===== src/rtl/brc_arbiter.sv =====
// brc_arbiter: shares one branch comparator between branch and SLT requesters.
// Define BRC_ARB_RR_EN for round-robin ties; otherwise branch has fixed priority.
module brc_arbiter (
  input  logic        i_clk,
  input  logic        i_reset,
  input  logic        i_br_valid,
  output logic        o_br_ready,
  input  logic [31:0] i_br_rs1,
  input  logic [31:0] i_br_rs2,
  input  logic [2:0]  i_br_funct3,
  output logic        o_br_rsp_valid,
  input  logic        i_br_rsp_ready,
  output logic        o_br_taken,
  output logic        o_br_funct_err,
  input  logic        i_slt_valid,
  output logic        o_slt_ready,
  input  logic [31:0] i_slt_a,
  input  logic [31:0] i_slt_b,
  input  logic        i_slt_signed,
  output logic        o_slt_rsp_valid,
  input  logic        i_slt_rsp_ready,
  output logic [31:0] o_slt_result,
  output logic [31:0] o_cmp_rs1,
  output logic [31:0] o_cmp_rs2,
  output logic        o_cmp_un,
  input  logic        i_cmp_less,
  input  logic        i_cmp_equal
);

  logic br_free;
  logic slt_free;
  logic br_elig;
  logic slt_elig;
  logic grant_br;
  logic grant_slt;
  logic br_taken_d;
  logic br_err_d;

  // a held slot may drain and refill in the same cycle
  assign br_free  = ~o_br_rsp_valid | i_br_rsp_ready;
  assign slt_free = ~o_slt_rsp_valid | i_slt_rsp_ready;
  assign br_elig  = i_br_valid & br_free;
  assign slt_elig = i_slt_valid & slt_free;

`ifdef BRC_ARB_RR_EN
  logic last_slt;

  // reset as if slt went last so branch wins the first tie
  assign grant_br = br_elig & (~slt_elig | last_slt);

  always_ff @(posedge i_clk or posedge i_reset) begin
    if (i_reset)
      last_slt <= 1'b1;
    else if (grant_br | grant_slt)
      last_slt <= grant_slt;
  end
`else
  assign grant_br = br_elig;
`endif

  assign grant_slt   = slt_elig & ~grant_br;
  assign o_br_ready  = grant_br;
  assign o_slt_ready = grant_slt;

  always_comb begin
    o_cmp_rs1 = '0;
    o_cmp_rs2 = '0;
    o_cmp_un  = 1'b0;
    unique case (1'b1)
      grant_br: begin
        o_cmp_rs1 = i_br_rs1;
        o_cmp_rs2 = i_br_rs2;
        o_cmp_un  = ~i_br_funct3[1];
      end
      grant_slt: begin
        o_cmp_rs1 = i_slt_a;
        o_cmp_rs2 = i_slt_b;
        o_cmp_un  = i_slt_signed;
      end
      default: ;
    endcase
  end

  always_comb begin
    br_taken_d = 1'b0;
    br_err_d   = 1'b0;
    unique case (i_br_funct3)
      3'b000:         br_taken_d = i_cmp_equal;
      3'b001:         br_taken_d = ~i_cmp_equal;
      3'b100, 3'b110: br_taken_d = i_cmp_less;
      3'b101, 3'b111: br_taken_d = ~i_cmp_less;
      default:        br_err_d   = 1'b1;
    endcase
  end

  always_ff @(posedge i_clk or posedge i_reset) begin
    if (i_reset) begin
      o_br_rsp_valid <= 1'b0;
      o_br_taken     <= 1'b0;
      o_br_funct_err <= 1'b0;
    end else if (grant_br) begin
      o_br_rsp_valid <= 1'b1;
      o_br_taken     <= br_taken_d;
      o_br_funct_err <= br_err_d;
    end else if (i_br_rsp_ready) begin
      o_br_rsp_valid <= 1'b0;
    end
  end

  always_ff @(posedge i_clk or posedge i_reset) begin
    if (i_reset) begin
      o_slt_rsp_valid <= 1'b0;
      o_slt_result    <= '0;
    end else if (grant_slt) begin
      o_slt_rsp_valid <= 1'b1;
      o_slt_result    <= {31'b0, i_cmp_less};
    end else if (i_slt_rsp_ready) begin
      o_slt_rsp_valid <= 1'b0;
    end
  end

endmodule


===== config.mk =====
export PLATFORM = sky130hd
export DESIGN_NAME = brc_arbiter
export DESIGN_NICKNAME = d
export VERILOG_FILES = /design/src/rtl/brc_arbiter.sv
export SDC_FILE = /design/constraint.sdc
export NUM_CORES = 1
export LEC_CHECK = 0
export CAP_MARGIN = 30
export CORE_AREA = 5 5 92 94
export CTS_CLUSTER_DIAMETER = 60
export CTS_CLUSTER_SIZE = 12
export DETAILED_ROUTE_END_ITERATION = 16
export DIE_AREA = 0 0 97 99
export GPL_TIMING_DRIVEN = 0
export PLACE_DENSITY = 0.7
export SYNTH_ARGS = -nofsm -noshare
export SYNTH_HDL_FRONTEND = slang
export SYNTH_SLANG_ARGS = --single-unit

===== constraint.sdc =====
create_clock -name i_clk -period 1.59 [get_ports i_clk]
set_input_delay 0.159 -clock i_clk [delete_from_list [all_inputs] [get_ports i_clk]]
set_output_delay 0.159 -clock i_clk [all_outputs]
set_load 0.01 [all_outputs]

==> results of run 1 <==
==> synthesized netlist by cell type <==
master	n
a211oi_2	1
a21bo_2	1
a21o_1	1
a221oi_1	1
a22o_1	64
buf_2	8
buf_4	32
buf_6	3
clkbuf_1	2
conb_1	1
dfrtp_1	5
inv_1	3
mux2_2	2
nand2_1	1
nand2b_1	2
nand2b_4	1
nor2_1	1
nor2b_1	2
o2bb2ai_1	1
o311a_1	1
o31ai_1	1
==> worst max-delay path, delay by kind of cell <==
family / cells / cell delay [ps]
AOI/OAI and AO/OA: 2 / 330
buffers and inverters: 7 / 1160
==> area by class of cell <==
class,instances,area [um^2],area share [%]
Buffer,43,369,10.2
Timing Repair Buffer,232,2120,58.4
Tap cell,102,128,3.51
Multi-Input combinational cell,111,833,22.9
Sequential cell,5,125,3.44
Inverter,3,11.3,0.310
Clock buffer,4,45.0,1.24
==> cell families after synthesis <==
family	Yosys count
and+or+nand+nor	7
DFF	5
AOI/OAI and AO/OA	71
other	1
muxes	2
buffers and inverters	48
==> state kept, by name (all words and copies together) (netlist names) <==
name and count:
o_br_funct_err 1, o_br_rsp_valid 1, o_br_taken 1, o_slt_result 1
o_slt_rsp_valid 1
==> routing by layer <==
layer | track usage (%) | vias up | part of all wire [%]
met5 | 0 | - | 0
met4 | 2.27 | 0 | 0.64
met3 | 3.54 | 5 | 7.2
met2 | 27.8 | 107 | 53
met1 | 17.1 | 895 | 39
li1 | - | 996 | -
==> worst paths after layout <==
| path | start | end | slack, ps |
|---|---|---|---|
| hold / removal | i_reset | o_slt_rsp_valid | 130 |
| setup reg to reg | o_br_rsp_valid | o_slt_result[0] | -90 |
| max in group asynchronous | i_reset | o_br_funct_err | 1280 |
| hold reg to reg | o_br_funct_err | o_br_funct_err | 520 |
| min in group i_clk | i_br_rsp_ready | o_br_rsp_valid | 390 |
| setup / recovery | i_slt_valid | o_cmp_rs1[7] | -230 |
==> placed cells by master (no fill, tap or decap), types with 2 or more instances in the layout <==
cell type        instances
a22o_1                  64
buf_12                   3
buf_2                   45
buf_4                   47
buf_6                   21
buf_8                    4
clkbuf_8                 3
clkdlybuf4s15_2          9
clkdlybuf4s50_1        142
conb_1                  31
dfrtp_1                  5
dlygate4sd2_1            3
inv_1                    2
mux2_2                   2
nand2b_1                 2
==> power by group <==
part           switching (mW)  internal, mW  leakage, nW
Combinational           0.429         0.758         1.68
Clock                  0.0693         0.173       0.0228
Sequential            0.00942         0.144       0.0595
Total                   0.507          1.08         1.76
==> through the flow <==
step | instance area (um^2) | std cells | hold slack, ps | setup slack, ps
after detailed placement | 3510 | 477 | 382 | -821
after floorplan | 1270 | 164 | -62.5 | 141
after CTS | 3610 | 498 | 140 | -268
after global placement | 3510 | 477 | 374 | -806
final | 3630 | 500 | 135 | -228
after global routing | 3630 | 500 | 161 | -315
==> repair_timing <==
action	4_1_cts	5_1_grt
cloned	5	0
pin swaps	7	12
hold buffers	0	0
resized for setup	304	15
setup endpoints to repair	68	68
setup buffers	12	6
==> impl_metrics.csv, run 1 <==
group,metric,value,unit
outcome,status,"complete, but fails checks",
outcome,violations,"setup timing",
setup_path,crit_path_top_delay_cell,"clkdlybuf4s50_1",
global_route,grt_antenna_before_repair,0,
global_route,overflow,0,
timing,fmax,0.550,GHz
placement,place.gp.congestion,0.856,
setup_path,worstSetupPathType,"in -> out",
logic_synthesis,synth_top_family_by_area,"compound AO/OA/AOI/OAI gates",
power_and_ir_drop,p_per_area,435,nW/um^2
logic_synthesis,synth_compound_area_share,54.1,%
setup_path,cp_common_cell,"buf_12",
logic_synthesis,syn_avg_cell_area,8.63,um^2
floorplanning,die_w,97,um
placement,io_buffers,211,
clock_tree,cts_made_buffers,3,
logic_synthesis,synth-seq-cells,5,
timing,hold_violations,0,
floorplanning,dieArea,9600,um^2
setup_path,worstRegToRegCells,8,
floorplanning,start_util,15.3,%
clock_tree,h-tree-depth,1,
setup_path,start_kind,"primary input",
logic_synthesis,syn_area,1160,um^2
global_route,grt_pass1_wl,11.6,mm
timing,finalCriticalPeriod,1820,ps
global_route,grt_usage,14.7,%
floorplanning,io_pins,243,
clock_tree,numClockSinks,5,
logic_synthesis,yosysWarnings,0,
logic_synthesis,synth_top_area_share,48.5,%
timing,min_period_over_period,114,%
logic_synthesis,yosys.area_share.adder,0,%
clock_tree,path_clk_slew,40,ps
logic_synthesis,synthDistinctLibCells,21,
timing,final_max_slew_viol_count,0,
setup_path,critical_path.max_fanout,7,
power_and_ir_drop,finalPower,1.58,mW
timing,fin_worst_skew,0.478,ps
logic_synthesis,synth_largest_area_cell,"a22o_1",
logic_synthesis,synthMuxAreaShare,1.95,%
floorplanning,core,7570,um^2
drt,drtIter0Drc,27,
timing,rsz0062_at_grt,"true",
placement,post-dp-hpwl,6.47,mm
drt,dr.pass1.iters,4,
logic_synthesis,syn_inst,134,
timing,fin_setup_tns,-9020,ps
power_and_ir_drop,ir_drop,0.000363,V
cells_and_area,fin_util,48.0,%
logic_synthesis,synthTopCellsByArea,"a22o_1 48%, buf_4 21%, dfrtp_1 11%, buf_2 3.5%, buf_6 2.9%",
global_route,first_global_vias,2021,
cells_and_area,fill_cells,734,
drt,drc,0,
clock_tree,cts_root_buffer,"clkbuf_8",
clock_tree,cts_tree,"yes",
timing,worst_slack,-228,ps
clock_tree,insertion_delay,220,ps
power_and_ir_drop,leakagePower,1.76,nW
global_route,grt_max_degree,11,
setup_path,cp.arrival,1660,ps
drt,routed_wl,7.79,mm
setup_path,cp-end-kind,"output pin",
logic_synthesis,synthSimpleGateAreaFrac,4.00,%
worst_hold_path,holdCritPathClass,"in -> async",
setup_path,critical_path_required,1430,ps
drt,wire_per_inst,15.6,um
logic_synthesis,synth-seq-area-share,10.8,%
setup_path,cp_slowest_stage_delay,480,ps
cells_and_area,antenna_cells,0,
cells_and_area,nets,539,
setup_path,path_cells,"clkdlybuf4s50_1 > inv_1 > a211oi_4 > buf_6 > buf_12 > buf_12 > buf_8 > a22o_1 > buf_2",
drt,ant_nets,0,
timing,setup_viol,67,
logic_synthesis,synth_xor_area_share,0,%
run,maxCapViolations,0,
floorplanning,chipHeight,99,um
cells_and_area,syn2layout_area_growth,214,%
floorplanning,rows,32,
drt,via_count,2003,
drt,via_per_inst,4.01,
clock_tree,clk_path_buf_depth,2,
cells_and_area,drive_above_1_share,35.4,%
Power figures use the tool's default switching activity.
==> run 2: changes to the inputs <==
--- a/config.mk
+++ b/config.mk
@@ -12,6 +12,7 @@
 export DETAILED_ROUTE_END_ITERATION = 16
 export DIE_AREA = 0 0 97 99
 export GPL_TIMING_DRIVEN = 0
+export MAX_ROUTING_LAYER = met4
 export PLACE_DENSITY = 0.7
 export SYNTH_ARGS = -nofsm -noshare
 export SYNTH_HDL_FRONTEND = slang
==> impl_metrics.csv, run 2 (synthesized netlist as in run 1, its figures left out) <==
group,metric,value,unit
outcome,status,"complete, but fails checks",
outcome,violations,"setup timing",
drt,via_per_inst,4.00,
placement,dp_cells,477,
setup_path,cp_slowest_stage_delay,480,ps
timing,min_period_over_period,114,%
drt,routed_wl,7.79,mm
timing,hold_violations,0,
placement,place.gp.congestion,0.870,
cells_and_area,nets,537,
drt,drtIter0Drc,27,
timing,final_max_slew_viol_count,0,
global_route,grt_usage,15.1,%
clock_tree,h-tree-depth,1,
floorplanning,chipHeight,99,um
timing,fmax,0.551,GHz
timing,whs,136,ps
setup_path,crit_path_top_delay_cell,"clkdlybuf4s50_1",
cells_and_area,fin_util,47.9,%
floorplanning,die_w,97,um
placement,post-place-ws,-821,ps
cells_and_area,drive_above_1_share,35.1,%
setup_path,worstSetupPathType,"in -> out",
clock_tree,numClockSinks,5,
global_route,grt_antenna_before_repair,0,
cells_and_area,antenna_cells,0,
power_and_ir_drop,switching_power,0.506,mW
timing,fin_setup_tns,-8820,ps
power_and_ir_drop,p_sw_share,32.1,%
placement,post-dp-hpwl,6.47,mm
setup_path,start_kind,"primary input",
worst_hold_path,holdCritPathClass,"in -> async",
cells_and_area,final_area,3620,um^2
floorplanning,dieArea,9600,um^2
setup_path,critical_path_required,1430,ps
clock_tree,insertion_delay,220,ps
placement,io_buffers,211,
global_route,grt_pass1_wl,11.6,mm
power_and_ir_drop,leakagePower,1.75,nW
timing,worst_slack,-224,ps
cells_and_area,final_cell_mix,"142 x clkdlybuf4s50_1, 64 x a22o_1, 45 x buf_4, 45 x buf_2, 31 x conb_1",
setup_path,cp_common_cell,"buf_12",
drt,met2WireLength,4.14,mm
drt,via_count,1990,
power_and_ir_drop,p_int,1.07,mW
clock_tree,clk_path_buf_depth,2,
timing,rsz0062_at_grt,"true",
drt,wl_met1,3.11,mm
drt,dr.pass1.iters,4,
drt,wire_per_inst,15.6,um
drt,ant_nets,0,
power_and_ir_drop,pwr-share-comb,75.0,%
power_and_ir_drop,finalPower,1.58,mW
timing,fin_worst_skew,0.636,ps
cells_and_area,fill_cells,732,
global_route,first_global_vias,2023,
setup_path,path_cells,"clkdlybuf4s50_1 > inv_1 > a211oi_4 > buf_6 > buf_12 > buf_12 > buf_8 > a22o_1 > buf_2",
global_route,grt_max_degree,11,
drt,met3_length,490,um
power_and_ir_drop,ir_drop,0.000362,V
floorplanning,rows,32,
placement,postPlaceCellArea,3510,um^2
setup_path,cp-end-kind,"output pin",
timing,finalCriticalPeriod,1810,ps
power_and_ir_drop,p_clk_share,15.3,%
global_route,overflow,0,
cells_and_area,syn2layout_area_growth,213,%
power_and_ir_drop,p_per_area,436,nW/um^2
timing,setup_viol,67,
drt,routed.top_layer,"met4",
setup_path,critical_path.max_fanout,7,
cells_and_area,final_common_cell,"clkdlybuf4s50_1",
setup_path,cp.arrival,1650,ps
floorplanning,io_pins,243,
floorplanning,core,7570,um^2
clock_tree,cts_root_buffer,"clkbuf_8",
floorplanning,start_util,15.3,%
clock_tree,cts_made_buffers,3,
clock_tree,cts_tree,"yes",
cells_and_area,final_cells,498,
clock_tree,path_clk_slew,40,ps
drt,drc,0,
run,maxCapViolations,0,
power_and_ir_drop,share_seq_of_total_power,9.7,%
run 2: cell count changes in the layout (fill, tap and decap cells not counted), sizes merged:
cell           before  now
buf               120  118
dlygate4sd2         3    2
clkdlybuf4s15       9   10
run 2: path summary, 6_finish.rpt:
| check | end | slack (ps) | cells past startpoint | start |
|---|---|---|---|---|
| min in group i_clk | o_br_rsp_valid | 390 | 3 | i_br_rsp_ready |
| max in group asynchronous | o_br_rsp_valid | 1280 | 2 | i_reset |
| min reg2reg | o_br_funct_err | 520 | 1 | o_br_funct_err |
| min | o_br_taken | 140 | 2 | i_reset |
| max reg2reg | o_slt_result[0] | -90 | 8 | o_br_rsp_valid |
| max | o_cmp_rs1[8] | -220 | 9 | i_slt_valid |
run 2: final cells by class:
type / count / area [um^2] / area share (%)
buffer: 43 / 369 / 10.2
clock buffer: 4 / 45.0 / 1.24
inverter: 3 / 13.8 / 0.380
multi-input combinational: 111 / 833 / 23.0
sequential: 5 / 125 / 3.45
tap: 102 / 128 / 3.52
timing repair buffer: 230 / 2110 / 58.2
run 2: what timing repair did:
| action | in CTS | in global routing |
|---|---|---|
| setup endpoints to repair | 68 | 68 |
| resized for setup | 304 | 17 |
| hold buffers | 0 | 0 |
| gates cloned | 5 | 0 |
| pin swaps | 7 | 12 |
| setup buffers | 12 | 4 |
run 2: power by group through the flow:
| stage | registers, mW | logic (mW) | clock network, mW |
|---|---|---|---|
| finish | 0.154 | 1.18 | 0.241 |
| global route | 0.157 | 1.26 | 0.256 |
| CTS | 0.154 | 1.18 | 0.249 |
| detailed placement | 0.155 | 1.17 | 0 |
| global placement | 0.155 | 1.16 | 0 |
| floorplan | 0.162 | 0.428 | 0 |
run 2: layer usage:
metal,up-vias,global-route usage (%)
met4,0,2.27
met1,892,17.5
met2,101,27.7
met3,5,2.90
met5,-,-
li1,992,-
run 2: critical path, delay by kind of cell:
family                 cells  cell delay (ps)
buffers and inverters      7             1160
AOI/OAI and AO/OA          2              330
==> RTL change, RTL diff (config.mk and constraints of run 1) <==
Build with the macro `BRC_ARB_RR_EN` defined.
--- a/src/rtl/brc_arbiter.sv
+++ b/src/rtl/brc_arbiter.sv
@@ -1,4 +1,6 @@
 // brc_arbiter: shares one branch comparator between branch and SLT requesters.
 // Define BRC_ARB_RR_EN for round-robin ties; otherwise branch has fixed priority.
+`define BRC_ARB_RR_EN
+
 module brc_arbiter (
   input  logic        i_clk,
Formal check against the unedited RTL: not equivalent (Yosys sat finds a counterexample within 4 cycles, from zero or initial values and one cycle with i_reset high).
==> RTL change against run 1 <==
The run still ends with setup timing left; combinational power is 31% higher; clock skew is 0.00073 ns higher; largest power group unchanged; routed wire length fell by 1.2%; sequential cell count grew 1; area after synthesis up 4.1%; power increased by 27%; non-clock buffer count is 6 higher; cell area rose by 2.2%; fmax decreased by 6.0%; count of clock-buffer cells in the layout stayed put; utilization up 1.1 points; setup slack got worse by 0.12 ns; sequential power up 42%; final cell count up 2.4%.
==> RTL change: results (changes against run 1) <==
failed_checks: "setup timing"
reg2reg_slack_ns: -0.14  # -0.05 ns
wl_met3_um: 929  # +66%
seqCellArea_um2: 151  # +21%
preCtsSetupSlack_ns: -0.960  # -0.139 ns
buf_share: 0.671  # -0.0150
finalClockSkew_ns: 0.00121  # +0.000733 ns
dp_hpwl_um: 6460  # about the same
finalWirelength_um: 7690  # -1.2%
gp_congestion: 0.807  # -5.7%
numPlacedInstances: 483  # +1.3%
synthTopCellsByArea: "a22o_1 (47%), buf_4 (22%), dfrtp_1 (10%)"
power_uw: 2010  # +27%
setup_viol: 69  # +3.0%
placed_cell_area_um2: 3560  # +1.4%
clockNetworkAreaShare: 0.0121  # -0.000271
outcome: "finished with violations"
worst_slack_ns: -0.343  # -0.116 ns
wl_met2_um: 3870  # -6.7%
drive_above_1_share: 0.366  # +0.0116
yosysSeqAreaShare: 0.126  # +0.0176
path_max_fanout: 5  # -2
rr_startpoint: "last_slt$_DFFE_PP1P_"
final_nets: 551  # +2.2%
netSwitchingFraction: 0.338  # +0.0170
ys_ff_latch: 6  # +1
rr_endpoint: "o_br_funct_err$_DFFE_PP0P_"
tns_ns: -16.48  # -7.47 ns
num-multi-input-gates: 116  # +4.5%
clock_power_uw: 236  # -2%
num-fill-cells: 723  # -1.5%
leakage_uw: 0.00185  # +4.9%
buffers: 281  # +2.2%
RTL change: worst min path at each step:
stage | to | slack (ns) | cells past startpoint
final | o_br_funct_err$_DFFE_PP0P_ | 0.16 | 2
after global routing | o_br_funct_err$_DFFE_PP0P_ | 0.17 | 2
after CTS | o_br_funct_err$_DFFE_PP0P_ | 0.16 | 2
after detailed placement | o_br_rsp_valid$_DFFE_PP0P_ | 0.39 | 2
after global placement | o_br_rsp_valid$_DFFE_PP0P_ | 0.39 | 2
after floorplan | o_br_funct_err$_DFFE_PP0P_ | -0.05 | 1
RTL change: cell families (layout without fill, tap and decap cells):
logic type,after synthesis,after routing,share of synthesized area
flops,6,6,0.126
buf+inv,48,288,0.265
simple gates,10,10,0.0551
compound gates,72,72,0.523
mux,3,3,0.0281
other cells,1,31,0.00312
RTL change: what timing repair did:
item	in CTS	in global routing
setup endpoints to repair	70	70
resized for setup	315	27
pin swaps	15	18
endpoints found under the hold margin	0	0
buffers inserted	14	9
cloned	6	1
